### config.mk
export PLATFORM = sky130hd
export DESIGN_NAME = alu_cmd_issuer
export DESIGN_NICKNAME = d
export VERILOG_FILES = /design/src/rtl/alu_cmd_issuer.sv
export SDC_FILE = /design/constraint.sdc
export NUM_CORES = 1
export LEC_CHECK = 0
export BUFFER_PORTS_ARGS = -buffer_cell sky130_fd_sc_hd__buf_4
export CAP_MARGIN = 20
export CORE_UTILIZATION = 60
export DETAILED_ROUTE_END_ITERATION = 10
export PLACE_DENSITY_LB_ADDON = 0.12
export SLEW_MARGIN = 40
export SYNTH_ARGS = -nofsm -noshare
export SYNTH_HDL_FRONTEND = slang
export SYNTH_SLANG_ARGS = --single-unit
### constraint.sdc
create_clock -name clk -period 7.1 [get_ports clk]
set_clock_uncertainty 0.1 [all_clocks]
set_input_delay 1.775 -clock clk [delete_from_list [all_inputs] [get_ports clk]]
set_output_delay 1.775 -clock clk [all_outputs]
set_load 0.02 [all_outputs]
### src/rtl/alu_cmd_issuer.sv
// alu_cmd_issuer: buffers ALU commands in a small FIFO, drives one command
// at a time into an external combinational ALU, captures the result and
// flags, and returns them over a valid/ready response channel. A 4-bit
// accumulator holds the last result so commands can chain on it.
module alu_cmd_issuer #(
  parameter int DEPTH = 4
) (
  input  logic       clk,
  input  logic       rst,
  input  logic       cmd_valid,
  output logic       cmd_ready,
  input  logic [2:0] cmd_op,
  input  logic [3:0] cmd_a,
  input  logic [3:0] cmd_b,
  input  logic       cmd_use_acc,
  output logic [3:0] alu_a,
  output logic [3:0] alu_b,
  output logic [2:0] alu_mod,
  input  logic [3:0] alu_result,
  input  logic       alu_zero,
  input  logic       alu_c,
  input  logic       alu_of,
  output logic       rsp_valid,
  input  logic       rsp_ready,
  output logic [3:0] rsp_result,
  output logic [2:0] rsp_flags,
  output logic [3:0] rsp_seq,
  output logic [3:0] acc
);

  localparam int AW = $clog2(DEPTH);
  localparam logic [AW:0] FULL_CNT = (AW+1)'(DEPTH);

  typedef enum logic [1:0] {IDLE, ISSUE, RESP} state_t;

  // One FIFO entry: {op, a, b, use_acc}
  typedef struct packed {
    logic [2:0] op;
    logic [3:0] a;
    logic [3:0] b;
    logic       use_acc;
  } cmd_t;

  cmd_t          mem_q [DEPTH];
  logic [AW-1:0] wr_ptr_q, rd_ptr_q;
  logic [AW:0]   count_q;
  state_t        state_q, state_d;

  logic [3:0] alu_a_q, alu_b_q;
  logic [2:0] alu_mod_q;
  logic       rsp_valid_q;
  logic [3:0] rsp_result_q, rsp_seq_q, acc_q;
  logic [2:0] rsp_flags_q;

  logic push, pop, capture, rsp_done;
  logic fifo_nonempty;
  cmd_t head, wr_entry;

  assign fifo_nonempty = (count_q != '0);
  assign cmd_ready     = (count_q < FULL_CNT);
  assign push          = cmd_valid & cmd_ready;
  assign head          = mem_q[rd_ptr_q];
  assign wr_entry      = '{op: cmd_op, a: cmd_a, b: cmd_b, use_acc: cmd_use_acc};

  assign alu_a      = alu_a_q;
  assign alu_b      = alu_b_q;
  assign alu_mod    = alu_mod_q;
  assign rsp_valid  = rsp_valid_q;
  assign rsp_result = rsp_result_q;
  assign rsp_flags  = rsp_flags_q;
  assign rsp_seq    = rsp_seq_q;
  assign acc        = acc_q;

  // State register
  always_ff @(posedge clk or posedge rst) begin
    if (rst) state_q <= IDLE;
    else     state_q <= state_d;
  end

  // Next-state logic: ISSUE always lasts one cycle; RESP waits for the handshake
  always_comb begin
    state_d = state_q;
    unique case (state_q)
      IDLE:    if (fifo_nonempty) state_d = ISSUE;
      ISSUE:   state_d = RESP;
      RESP:    if (rsp_ready) state_d = fifo_nonempty ? ISSUE : IDLE;
      default: state_d = IDLE;
    endcase
  end

  // Control strobes decoded from the current state
  always_comb begin
    pop      = 1'b0;
    capture  = 1'b0;
    rsp_done = 1'b0;
    unique case (state_q)
      IDLE:    pop = fifo_nonempty;
      ISSUE:   capture = 1'b1;
      RESP: begin
        rsp_done = rsp_ready;
        pop      = rsp_ready & fifo_nonempty;
      end
      default: ;
    endcase
  end

  // FIFO storage; a push always lands here first and is never bypassed
  always_ff @(posedge clk) begin
    if (push) mem_q[wr_ptr_q] <= wr_entry;
  end

  // FIFO pointers and occupancy; simultaneous push and pop leaves count unchanged
  always_ff @(posedge clk or posedge rst) begin
    if (rst) begin
      wr_ptr_q <= '0;
      rd_ptr_q <= '0;
      count_q  <= '0;
    end else begin
      if (push) wr_ptr_q <= wr_ptr_q + 1'b1;
      if (pop)  rd_ptr_q <= rd_ptr_q + 1'b1;
      if (push && !pop)      count_q <= count_q + 1'b1;
      else if (pop && !push) count_q <= count_q - 1'b1;
    end
  end

  // ALU operand registers: loaded only when a command is popped
  always_ff @(posedge clk or posedge rst) begin
    if (rst) begin
      alu_a_q   <= '0;
      alu_b_q   <= '0;
      alu_mod_q <= '0;
    end else if (pop) begin
      alu_mod_q <= head.op;
      alu_b_q   <= head.b;
      alu_a_q   <= head.use_acc ? acc_q : head.a;
    end
  end

  // Response and accumulator: capture at the end of ISSUE, retire on handshake
  always_ff @(posedge clk or posedge rst) begin
    if (rst) begin
      rsp_valid_q  <= 1'b0;
      rsp_result_q <= '0;
      rsp_flags_q  <= '0;
      rsp_seq_q    <= '0;
      acc_q        <= '0;
    end else begin
      if (capture) begin
        rsp_result_q <= alu_result;
        rsp_flags_q  <= {alu_c, alu_zero, alu_of};
        acc_q        <= alu_result;
        rsp_valid_q  <= 1'b1;
      end else if (rsp_done) begin
        rsp_valid_q <= 1'b0;
        rsp_seq_q   <= rsp_seq_q + 1'b1;
      end
    end
  end

endmodule

==> flow_summary.ini <==
[cts]
cts_buffers = 9
post_cts_buffers = 0
worstSkewPairLatency_ns = 0.33
cts_tree = yes
clkTransAtPathRegs_ns = 0.07
numClockSinks = 80
cts.path.max_buffers = 2
hold_buffers = 0
cts_htree_levels = 3
cts_resized = 0
clock-root-buffer = clkbuf_8

[worst_setup_path]
worst-r2r-cell-count = 7
cp_data_arrival_time_ns = 3.57
criticalPathCategory = in2reg
reg2reg_slack_ns = 4.64
critPathMaxFanout = 14
worstSetupEndpointType = register
r2r_end = count_q[1]$_DFFE_PP0P_
cp_data_required_time_ns = 7.22
startpoint_type = primary input
timing.rr.start = state_q[1]$_DFFE_PP0P_

[placement]
dp_hpwl_um = 3590
dpl-instance-area_um2 = 3620
gp_congestion = 0.744
dp.cells = 281
numPortBuffers = 50

[final_layout]
nFillCells = 331
final_cell_area_um2 = 3830
final_cell_count_no_fill = 297
nets = 252
insertedDiodeCount = 0
area_delta_synth_final_pct = 19.2
final_cell_mix = 51 x buf_4, 48 x edfxtp_1, 32 x dfrtp_1
drive_above_1_share_pct = 40.5
final_common_cell = buf_4

[worst_hold_path]
hold_depth = 1
hold_class = reg2reg
worstHoldStart = rsp_seq[3]$_DFFE_PP0P_
min_to = rsp_seq[3]$_DFFE_PP0P_

[drt]
viasPerCell = 5.51
drt_iter0_drc = 45
ant_nets = 0
drt-wirelength-per-cell_um = 17.9
dr.pass1.iters = 4
vias = 1635
drcViolationCount = 0
wirelength_um = 5300

[sta]
final_hold_viol_count = 0
timing.setup.tns_ns = 0
setup_viol = 0
slew_headroom_pct = 53.2
max_slew.worst_pin.slew_ns = 0.702
max_freq_ghz = 0.289
min_period_ns = 3.45
drv_slew = 0
finalCritPeriodShare_pct = 48.7
rsz0062_at_grt = false

[power_and_ir_drop]
netSwitchingFraction_pct = 33.0
p_comb_share_pct = 37.1
p_per_area_nw_per_um2 = 449
power.leakage_nw = 1.54
power.internal_mw = 1.15
p_seq_share_pct = 43.8
switching_power_uw = 566
clkPwrFrac_pct = 19.1
irDropWorstVdd_mv = 0.271

[yosys]
synth_top_area_cell = edfxtp_1
synthesis.nets = 200
ys_warn_count = 0
yosysSeqAreaShare_pct = 69.8
syn_area_um2 = 3210
synthTopCellsByArea = edfxtp_1 45%, dfrtp_1 25%, mux4_1 7.4%
syn_area_per_cell_um2 = 18.9
syn_inst = 170
ys_types = 29
synthDominantCellAreaShare_pct = 44.9
synth-seq-cells = 80

[floorplanning]
core-area_um2 = 5140
dieWidth_um = 75.2
die_h_um = 75.2
fp-row-count = 26
dieArea_um2 = 5650
io_pins = 51
start_util_pct = 62.5

[global_routing]
grt_first_pass_wirelength_um = 8010
grt_antenna_before_repair = 0
grt_max_degree = 33
grt_overflow = 0
grt_pass1_vias = 1721
grt_usage_pct = 20.8

[run_status]
status = finished, final reports clean

[job]
drv_cap = 0
[critical path, stage by stage]
cell and delay, ns:
buf_4 0.10, nor2b_1 0.07, nor3_4 0.53, inv_1 0.10
ha_1 0.23, inv_1 0.07, fa_1 0.42, mux2_2 0.28
[metrics by stage]
stage                     hold WS [ns]  setup WS (ns)  util [%]  power (mW)
after floorplan                  0.381           3.43         -        1.19
after global placement           0.367           3.10      70.4        1.36
after detailed placement         0.394           3.27      70.5        1.41
after CTS                        0.408           3.63      74.5        1.73
after global routing             0.420           3.58      74.5        1.82
final                            0.397           3.65      74.5        1.72
[synth_stat cells]
| master | n |
|---|---|
| nor3_1 | 2 |
| edfxtp_1 | 48 |
| mux4_1 | 9 |
| and2_1 | 4 |
| nor2_1 | 1 |
| xor2_1 | 4 |
| nor3b_1 | 1 |
| buf_6 | 2 |
| mux2_4 | 1 |
| buf_1 | 1 |
| nand2_1 | 3 |
| ha_1 | 6 |
| fa_1 | 1 |
| nand4_1 | 1 |
| buf_4 | 4 |
| inv_1 | 7 |
| xnor2_1 | 5 |
| dfrtp_1 | 32 |
| nor2b_1 | 3 |
| mux4_2 | 3 |
| mux2_1 | 3 |
| o21ai_0 | 1 |
| buf_2 | 1 |
| mux2_2 | 20 |
| and3b_1 | 1 |
| a21oi_1 | 2 |
| clkbuf_1 | 2 |
| or2_2 | 1 |
| nor4b_1 | 1 |
[registers in the layout, summed over array words and instances (netlist names)]
signal / count
alu_b: 4
alu_a: 4
alu_mod: 3
wr_ptr_q: 2
rd_ptr_q: 2
state_q: 2
rsp_seq: 4
rsp_flags: 3
acc: 4
mem_q: 48
count_q: 3
rsp_valid: 1
[metal layers]
| metal | vias to the layer above | share of wire (%) | routed length, um | GRT usage, % |
|---|---|---|---|---|
| li1 | 734 | - | - | - |
| met1 | 844 | 42 | 2210 | 23.6 |
| met2 | 48 | 53 | 2810 | 36.8 |
| met3 | 9 | 4.1 | 217 | 6.02 |
| met4 | 0 | 1.4 | 72 | 9.05 |
| met5 | - | 0 | 0 | 0 |
[final cells by class]
class	instances	area [um^2]	share of cell area, %
repair buffers	51	383	10.0
inverters	7	26.3	0.686
clock buffers	14	194	5.07
well taps	70	87.6	2.29
multi-input cells	73	885	23.1
flip-flops and latches	80	2240	58.6
clock inverters	2	10.0	0.262
[how the worst max path moves through the flow]
stage,from,to,cells past startpoint
final,rsp_ready,count_q[1]$_DFFE_PP0P_,8
after detailed placement,rsp_ready,count_q[1]$_DFFE_PP0P_,8
after global placement,rsp_ready,count_q[1]$_DFFE_PP0P_,8
after CTS,rsp_ready,count_q[1]$_DFFE_PP0P_,8
after global routing,rsp_ready,count_q[1]$_DFFE_PP0P_,8
after floorplan,rsp_ready,count_q[1]$_DFFE_PP0P_,8
[power by group through the flow]
stage | clock, mW | combinational (mW) | sequential, mW
2_1_floorplan | 0 | 0.401 | 0.793
3_3_place_gp | 0 | 0.612 | 0.751
3_5_place_dp | 0 | 0.646 | 0.764
4_1_cts | 0.332 | 0.647 | 0.754
5_1_grt | 0.349 | 0.694 | 0.772
6_report | 0.328 | 0.637 | 0.752
[kinds of logic (layout without fill, tap and decap cells)]
| kind of cell | Yosys count | after routing | share of synthesized area [%] |
|---|---|---|---|
| flip-flops | 80 | 80 | 69.8 |
| multiplexers | 36 | 36 | 18.0 |
| AND/OR/NAND/NOR | 18 | 18 | 3.31 |
| buffers and inverters | 17 | 74 | 2.96 |
| XOR/XNOR | 9 | 9 | 2.46 |
| adder cells (fa/ha/maj) | 7 | 7 | 2.96 |
| AO/OA/AOI/OAI | 3 | 3 | 0.468 |
Note: power is estimated with default switching activity, not from simulation.
